[config.mk]
export PLATFORM = sky130hd
export DESIGN_NAME = prog_loader
export DESIGN_NICKNAME = d
export VERILOG_FILES = /design/src/rtl/prog_loader.sv
export SDC_FILE = /design/constraint.sdc
export NUM_CORES = 1
export LEC_CHECK = 0
export CAP_MARGIN = 10
export CORE_AREA = 2 2 72 74
export CTS_CLUSTER_DIAMETER = 30
export DETAILED_ROUTE_END_ITERATION = 12
export DIE_AREA = 0 0 74 76
export GPL_TIMING_DRIVEN = 0
export HOLD_SLACK_MARGIN = 0.1
export PLACE_DENSITY = 0.78
export SETUP_SLACK_MARGIN = 0.3
export SLEW_MARGIN = 20
export SYNTH_ARGS = -nofsm -noshare
export SYNTH_HDL_FRONTEND = slang
export SYNTH_SLANG_ARGS = --single-unit
[constraint.sdc]
create_clock -name wb_clk_i -period 4.2 [get_ports wb_clk_i]
set_input_delay 0.84 -clock wb_clk_i [delete_from_list [all_inputs] [get_ports wb_clk_i]]
set_output_delay 0.84 -clock wb_clk_i [all_outputs]
set_load 0.03 [all_outputs]
[src/rtl/prog_loader.sv]
// rtl/prog_loader.sv - serial program loader: SPI-like byte stream into CPU program memory
// Holds the CPU in reset while a frame is shifted in and written from address 0 upwards.
module prog_loader #(
   parameter int ADDR_W      = 8,
   parameter int DATA_W      = 8,
   parameter int SYNC_STAGES = 2
) (
   input  logic              wb_clk_i,
   input  logic              wb_rst_n,
   input  logic              ld_sclk_i,
   input  logic              ld_csn_i,
   input  logic              ld_mosi_i,
   output logic              mem_we_o,
   output logic [ADDR_W-1:0] mem_addr_o,
   output logic [DATA_W-1:0] mem_wdata_o,
   output logic              cpu_rst_n_o,
   output logic              ld_busy_o,
   output logic              ld_done_o,
   output logic              ld_err_o,
   output logic [ADDR_W:0]   ld_count_o
);
   localparam int CNT_W = $clog2(DATA_W + 1);

   typedef enum logic [1:0] {IDLE, SHIFT, WRITE, FINISH} state_t;

   logic [SYNC_STAGES-1:0] sclk_sr, csn_sr, mosi_sr;
   logic [SYNC_STAGES:0]   primed;
   logic                   sclk_d, csn_d;
   logic                   sclk_s, csn_s, mosi_s;
   logic                   sclk_rise, csn_rise, csn_fall;

   state_t                 state, state_n;
   logic [CNT_W-1:0]       bit_cnt, bit_cnt_n, cnt_inc;
   logic [DATA_W-1:0]      shreg, shreg_n, shreg_shift;
   logic                   full, full_n, fin_pend, fin_pend_n;
   logic                   we_n, cpu_rst_n_n, busy_n, done_n, err_n;
   logic [ADDR_W-1:0]      addr_n;
   logic [DATA_W-1:0]      wdata_n;
   logic [ADDR_W:0]        count_n;

   assign sclk_s      = sclk_sr[SYNC_STAGES-1];
   assign csn_s       = csn_sr[SYNC_STAGES-1];
   assign mosi_s      = mosi_sr[SYNC_STAGES-1];
   assign sclk_rise   = sclk_s & ~sclk_d;
   assign csn_rise    = csn_s & ~csn_d;
   // csn_d only reflects a real pad sample once the chain has flushed, so a frame
   // already in progress at reset release is not mistaken for a new start.
   assign csn_fall    = primed[SYNC_STAGES] & csn_d & ~csn_s;
   assign cnt_inc     = bit_cnt + CNT_W'(1);
   assign shreg_shift = {shreg[DATA_W-2:0], mosi_s};

   always_ff @(posedge wb_clk_i or negedge wb_rst_n) begin
      if (!wb_rst_n) begin
         sclk_sr <= '0;
         csn_sr  <= '1;
         mosi_sr <= '0;
         primed  <= '0;
         sclk_d  <= 1'b0;
         csn_d   <= 1'b1;
      end else begin
         sclk_sr <= {sclk_sr[SYNC_STAGES-2:0], ld_sclk_i};
         csn_sr  <= {csn_sr[SYNC_STAGES-2:0], ld_csn_i};
         mosi_sr <= {mosi_sr[SYNC_STAGES-2:0], ld_mosi_i};
         primed  <= {primed[SYNC_STAGES-1:0], 1'b1};
         sclk_d  <= sclk_s;
         csn_d   <= csn_s;
      end
   end

   always_ff @(posedge wb_clk_i or negedge wb_rst_n) begin
      if (!wb_rst_n) begin
         state       <= IDLE;
         bit_cnt     <= '0;
         shreg       <= '0;
         full        <= 1'b0;
         fin_pend    <= 1'b0;
         mem_we_o    <= 1'b0;
         mem_addr_o  <= '0;
         mem_wdata_o <= '0;
         cpu_rst_n_o <= 1'b0;
         ld_busy_o   <= 1'b0;
         ld_done_o   <= 1'b0;
         ld_err_o    <= 1'b0;
         ld_count_o  <= '0;
      end else begin
         state       <= state_n;
         bit_cnt     <= bit_cnt_n;
         shreg       <= shreg_n;
         full        <= full_n;
         fin_pend    <= fin_pend_n;
         mem_we_o    <= we_n;
         mem_addr_o  <= addr_n;
         mem_wdata_o <= wdata_n;
         cpu_rst_n_o <= cpu_rst_n_n;
         ld_busy_o   <= busy_n;
         ld_done_o   <= done_n;
         ld_err_o    <= err_n;
         ld_count_o  <= count_n;
      end
   end

   always_comb begin
      state_n     = state;
      bit_cnt_n   = bit_cnt;
      shreg_n     = shreg;
      full_n      = full;
      fin_pend_n  = fin_pend;
      we_n        = 1'b0;
      addr_n      = mem_addr_o;
      wdata_n     = mem_wdata_o;
      cpu_rst_n_n = cpu_rst_n_o;
      busy_n      = ld_busy_o;
      done_n      = ld_done_o;
      err_n       = ld_err_o;
      count_n     = ld_count_o;
      case (state)
         IDLE: begin
            cpu_rst_n_n = 1'b1;
            if (csn_fall) begin
               state_n     = SHIFT;
               bit_cnt_n   = '0;
               addr_n      = '0;
               count_n     = '0;
               cpu_rst_n_n = 1'b0;
               busy_n      = 1'b1;
               done_n      = 1'b0;
               err_n       = 1'b0;
               full_n      = 1'b0;
               fin_pend_n  = 1'b0;
            end
         end
         SHIFT: begin
            if (sclk_rise) begin
               shreg_n = shreg_shift;
               if (cnt_inc == CNT_W'(DATA_W)) begin
                  bit_cnt_n = '0;
                  if (full) begin
                     err_n = 1'b1;
                  end else begin
                     wdata_n = shreg_shift;
                     we_n    = 1'b1;
                     state_n = WRITE;
                  end
               end else begin
                  bit_cnt_n = cnt_inc;
               end
            end
            // A word completing together with csn rising is written before finishing.
            if (csn_rise) begin
               if (state_n == WRITE) fin_pend_n = 1'b1;
               else                  state_n    = FINISH;
            end
         end
         WRITE: begin
            if (sclk_rise) begin
               shreg_n   = shreg_shift;
               bit_cnt_n = cnt_inc;
            end
            count_n = ld_count_o + (ADDR_W+1)'(1);
            if (mem_addr_o == '1) full_n = 1'b1;
            else                  addr_n = mem_addr_o + ADDR_W'(1);
            state_n    = (fin_pend || csn_rise) ? FINISH : SHIFT;
            fin_pend_n = 1'b0;
         end
         FINISH: begin
            if (bit_cnt != '0) err_n = 1'b1;
            bit_cnt_n   = '0;
            busy_n      = 1'b0;
            done_n      = 1'b1;
            cpu_rst_n_n = 1'b1;
            state_n     = IDLE;
         end
         default: state_n = IDLE;
      endcase
   end
endmodule

==> flow_metrics.py <==
metrics = {
    "run_status": {
        "status": "finished clean",
    },
    "setup_path": {
        "cpPeakStageDelay_ns": 0.71,
        "critPathCaptureType": "output port",
        "cp-startpoint": "ld_count_o[2]",
        "path_depth": 1,
        "critPathMaxFanout": 6,
        "r2r_start": "state[1]",
        "path_buf_inv": 1,
        "critPathTopFamily": "buffers and inverters",
        "crit_required_ns": 3.36,
        "crit_arrival_ns": 1.50,
        "crit_path_top_delay_cell": "clkdlybuf4s50_1",
        "critPathLaunchType": "register",
        "crit_type": "register to output port",
        "worstRegToRegCells": 9,
        "cp_cell_sequence": "clkdlybuf4s50_1",
    },
    "timing": {
        "slew_violations": 0,
        "max_freq_ghz": 0.428,
        "fin_skew_ns": 0.00404,
        "setup_viol": 0,
        "worst_pin_slew_ns": 0.695,
        "maxSlewHeadroom_pct": 53.7,
        "tns_ns": 0,
        "rsz0062_at_grt": "false",
        "hold_violations": 0,
        "fin_crit_sh_pct": 55.6,
        "min_period_ns": 2.34,
    },
    "min_path": {
        "worst_hold_path_type": "register to register",
        "holdPathStages": 0,
        "hp-start": "primed[0]",
    },
    "synth": {
        "synth_seq_area_share_pct": 54.0,
        "synth-edff-count": 0,
        "avgSynthCellArea_sq_um": 11.4,
        "synth.most_common_cell": "dfrtp_1",
        "synth_cell_types": 48,
        "yosysWarnings": 0,
        "synth_flop_cell": "dfrtp_1",
        "ys_ff_latch": 56,
        "synth_top_cell_by_area": "dfrtp_1",
        "synth_area_sq_um": 2600,
        "synthTopCellsByArea": "dfrtp_1 51%, mux2_2 6.1%, ha_1 4.3%, dfstp_2 3.0%, o31ai_1 2.3%",
        "synthArstFlopShare_pct": 100,
        "synth_top_area_share_pct": 51.0,
        "yosys-top-cells-count": "53 x dfrtp_1, 15 x nand2_1, 15 x nor2_1",
        "netlist_instances": 229,
        "syn_nets": 243,
    },
    "place": {
        "dp_cells": 333,
        "post-dp-hpwl_microns": 3270,
        "port_buffers": 34,
        "gp_congestion": 0.804,
        "place_area_sq_um": 3030,
    },
    "clock_network": {
        "hold_buffers": 0,
        "cts_resized": 0,
        "clk_pin_slew_ns": 0.11,
        "post_cts_buffers": 0,
        "cts_made_buffers": 5,
        "cts_max_level": 2,
        "cts_tree": "built",
        "insertion_delay_ns": 0.32,
        "clockBufferDepth": 2,
        "cts_sinks": 56,
        "cts_root_buffer": "clkbuf_8",
    },
    "global_routing": {
        "grt_use_total_pct": 18.9,
        "met1_usage_pct": 25.8,
        "grt_max_degree": 57,
        "grtUsageMet3_pct": 4.89,
        "top_usage_layer": "met2",
        "grt.overflow.total": 0,
        "grt_util_met2_pct": 30.2,
        "grt_pass1_vias": 1816,
        "grt_pass1_wl_microns": 8380,
        "antenna_found_initial": 0,
    },
    "layout": {
        "design_area_sq_um": 3120,
        "area_growth_pct": 20.1,
        "drive_gt1_share_pct": 12.5,
        "diodes": 0,
        "nNetsFinal": 284,
        "fin_cells": 341,
    },
    "power": {
        "p_seq_share_pct": 44.8,
        "combPwrFrac_pct": 35.4,
        "p_leak_uw": 0.00134,
        "p_int_uw": 1020,
        "power_per_cell_area_nw_per_um2": 529,
        "vdd_drop_max_mv": 0.278,
        "swShare_pct": 38.2,
        "p_switching_uw": 631,
        "p_clk_share_pct": 19.7,
    },
    "die": {
        "initial_core_util_pct": 52.9,
        "die_h_microns": 76,
        "core_area_sq_um": 4910,
        "ios": 35,
        "rows": 26,
        "dieWidth_microns": 74,
        "die-area_sq_um": 5620,
    },
    "route": {
        "drc": 0,
        "dr.pass1.iters": 4,
        "drt_iter0_drc": 71,
        "vias": 1862,
        "wirelength_microns": 4670,
        "wl_per_cell_microns": 13.7,
        "via_per_inst": 5.46,
        "ant_nets": 0,
    },
    "run": {
        "cap_violations": 0,
    },
}
-- cell families (layout without fill, tap and decap cells) --
| group | count (synthesis) | count (layout) | share of synthesized area (%) |
|---|---|---|---|
| muxes | 17 | 17 | 7.27 |
| AOI/OAI and AO/OA | 50 | 50 | 13.5 |
| DFF | 56 | 56 | 54.0 |
| adders and majority gates | 9 | 9 | 4.33 |
| buffers and inverters | 19 | 61 | 3.51 |
| xor gates and xnor gates | 6 | 6 | 2.02 |
| and+or+nand+nor | 71 | 71 | 15.2 |
| other | 1 | 1 | 0.144 |
-- flip-flops by register name, indices dropped and copies added, names as in the netlist, 2 cells and up --
register	cells
sclk_sr	2
mosi_sr	2
mem_wdata_o	8
bit_cnt	4
mem_addr_o	8
primed	3
ld_count_o	9
csn_sr	2
state	2
shreg	7
-- area by class of cell --
class | instances | area (sq um)
inverters | 11 | 41.3
plain buffers | 8 | 50.0
repair buffers | 34 | 338
clock inverters | 3 | 28.8
multi-input cells | 154 | 1100
flip-flops and latches | 56 | 1410
fillers | 415 | 1790
clock buffers | 5 | 68.8
well taps | 70 | 87.6
-- per-layer routing --
| metal | share of wire (%) | routed length, microns | up-vias |
|---|---|---|---|
| met1 | 47 | 2190 | 911 |
| met5 | 0 | 0 | - |
| met3 | 3.3 | 156 | 6 |
| li1 | - | - | 912 |
| met2 | 49 | 2270 | 33 |
| met4 | 1.0 | 49 | 0 |
-- layout by cell type (no fill, tap or decap), types with 4 or more instances in the layout --
cell type and instances:
dfrtp_1 53, xnor2_1 6, nand2_1 15, nor2_1 15, or4_1 5, clkbuf_1 4, o31ai_1 8, nand3_1 11
inv_1 11, nand4_1 4, ha_1 9, a211oi_1 4, mux2_2 14, nand2b_1 5, clkbuf_8 5, a21oi_1 11
o21ai_0 8, clkdlybuf4s50_1 33
-- stage by stage --
stage	hold WS, ns	power [uW]	utilization (%)	setup slack [ns]
2_1_floorplan	0.331	1150	-	2.27
3_3_place_gp	0.332	1320	61.6	0.563
3_5_place_dp	0.335	1340	61.6	2.06
4_1_cts	0.360	1660	63.6	1.86
5_1_grt	0.369	1770	63.6	1.79
6_report	0.359	1650	63.6	1.86
-- power by group through the flow --
stage | registers, uW | clock network (uW) | logic (uW)
after detailed placement | 751 | 0 | 591
after CTS | 740 | 332 | 592
after global routing | 761 | 353 | 654
final | 741 | 326 | 586
after global placement | 746 | 0 | 576
after floorplan | 810 | 0 | 336
-- final timing paths --
path	slack, ns	to
max	1.86	ld_count_o[2]
min	0.36	primed[1]
max reg2reg	2.05	mem_addr_o[4]
min reg2reg	0.36	primed[1]
max in group asynchronous	3.19	bit_cnt[2]
min in group asynchronous	0.54	mem_addr_o[5]
-- worst reg2reg max path, stage by stage, from the launching register on --
cell and delay [ns]:
dfrtp_1 0.46, inv_1 0.16, ha_1 0.18, buf_6 0.14, nand4b_4 0.17, and2_4 0.18
buf_6 0.12, clkbuf_1 0.23, o31ai_1 0.30, a21oi_1 0.09
Power figures use the tool's default switching activity.
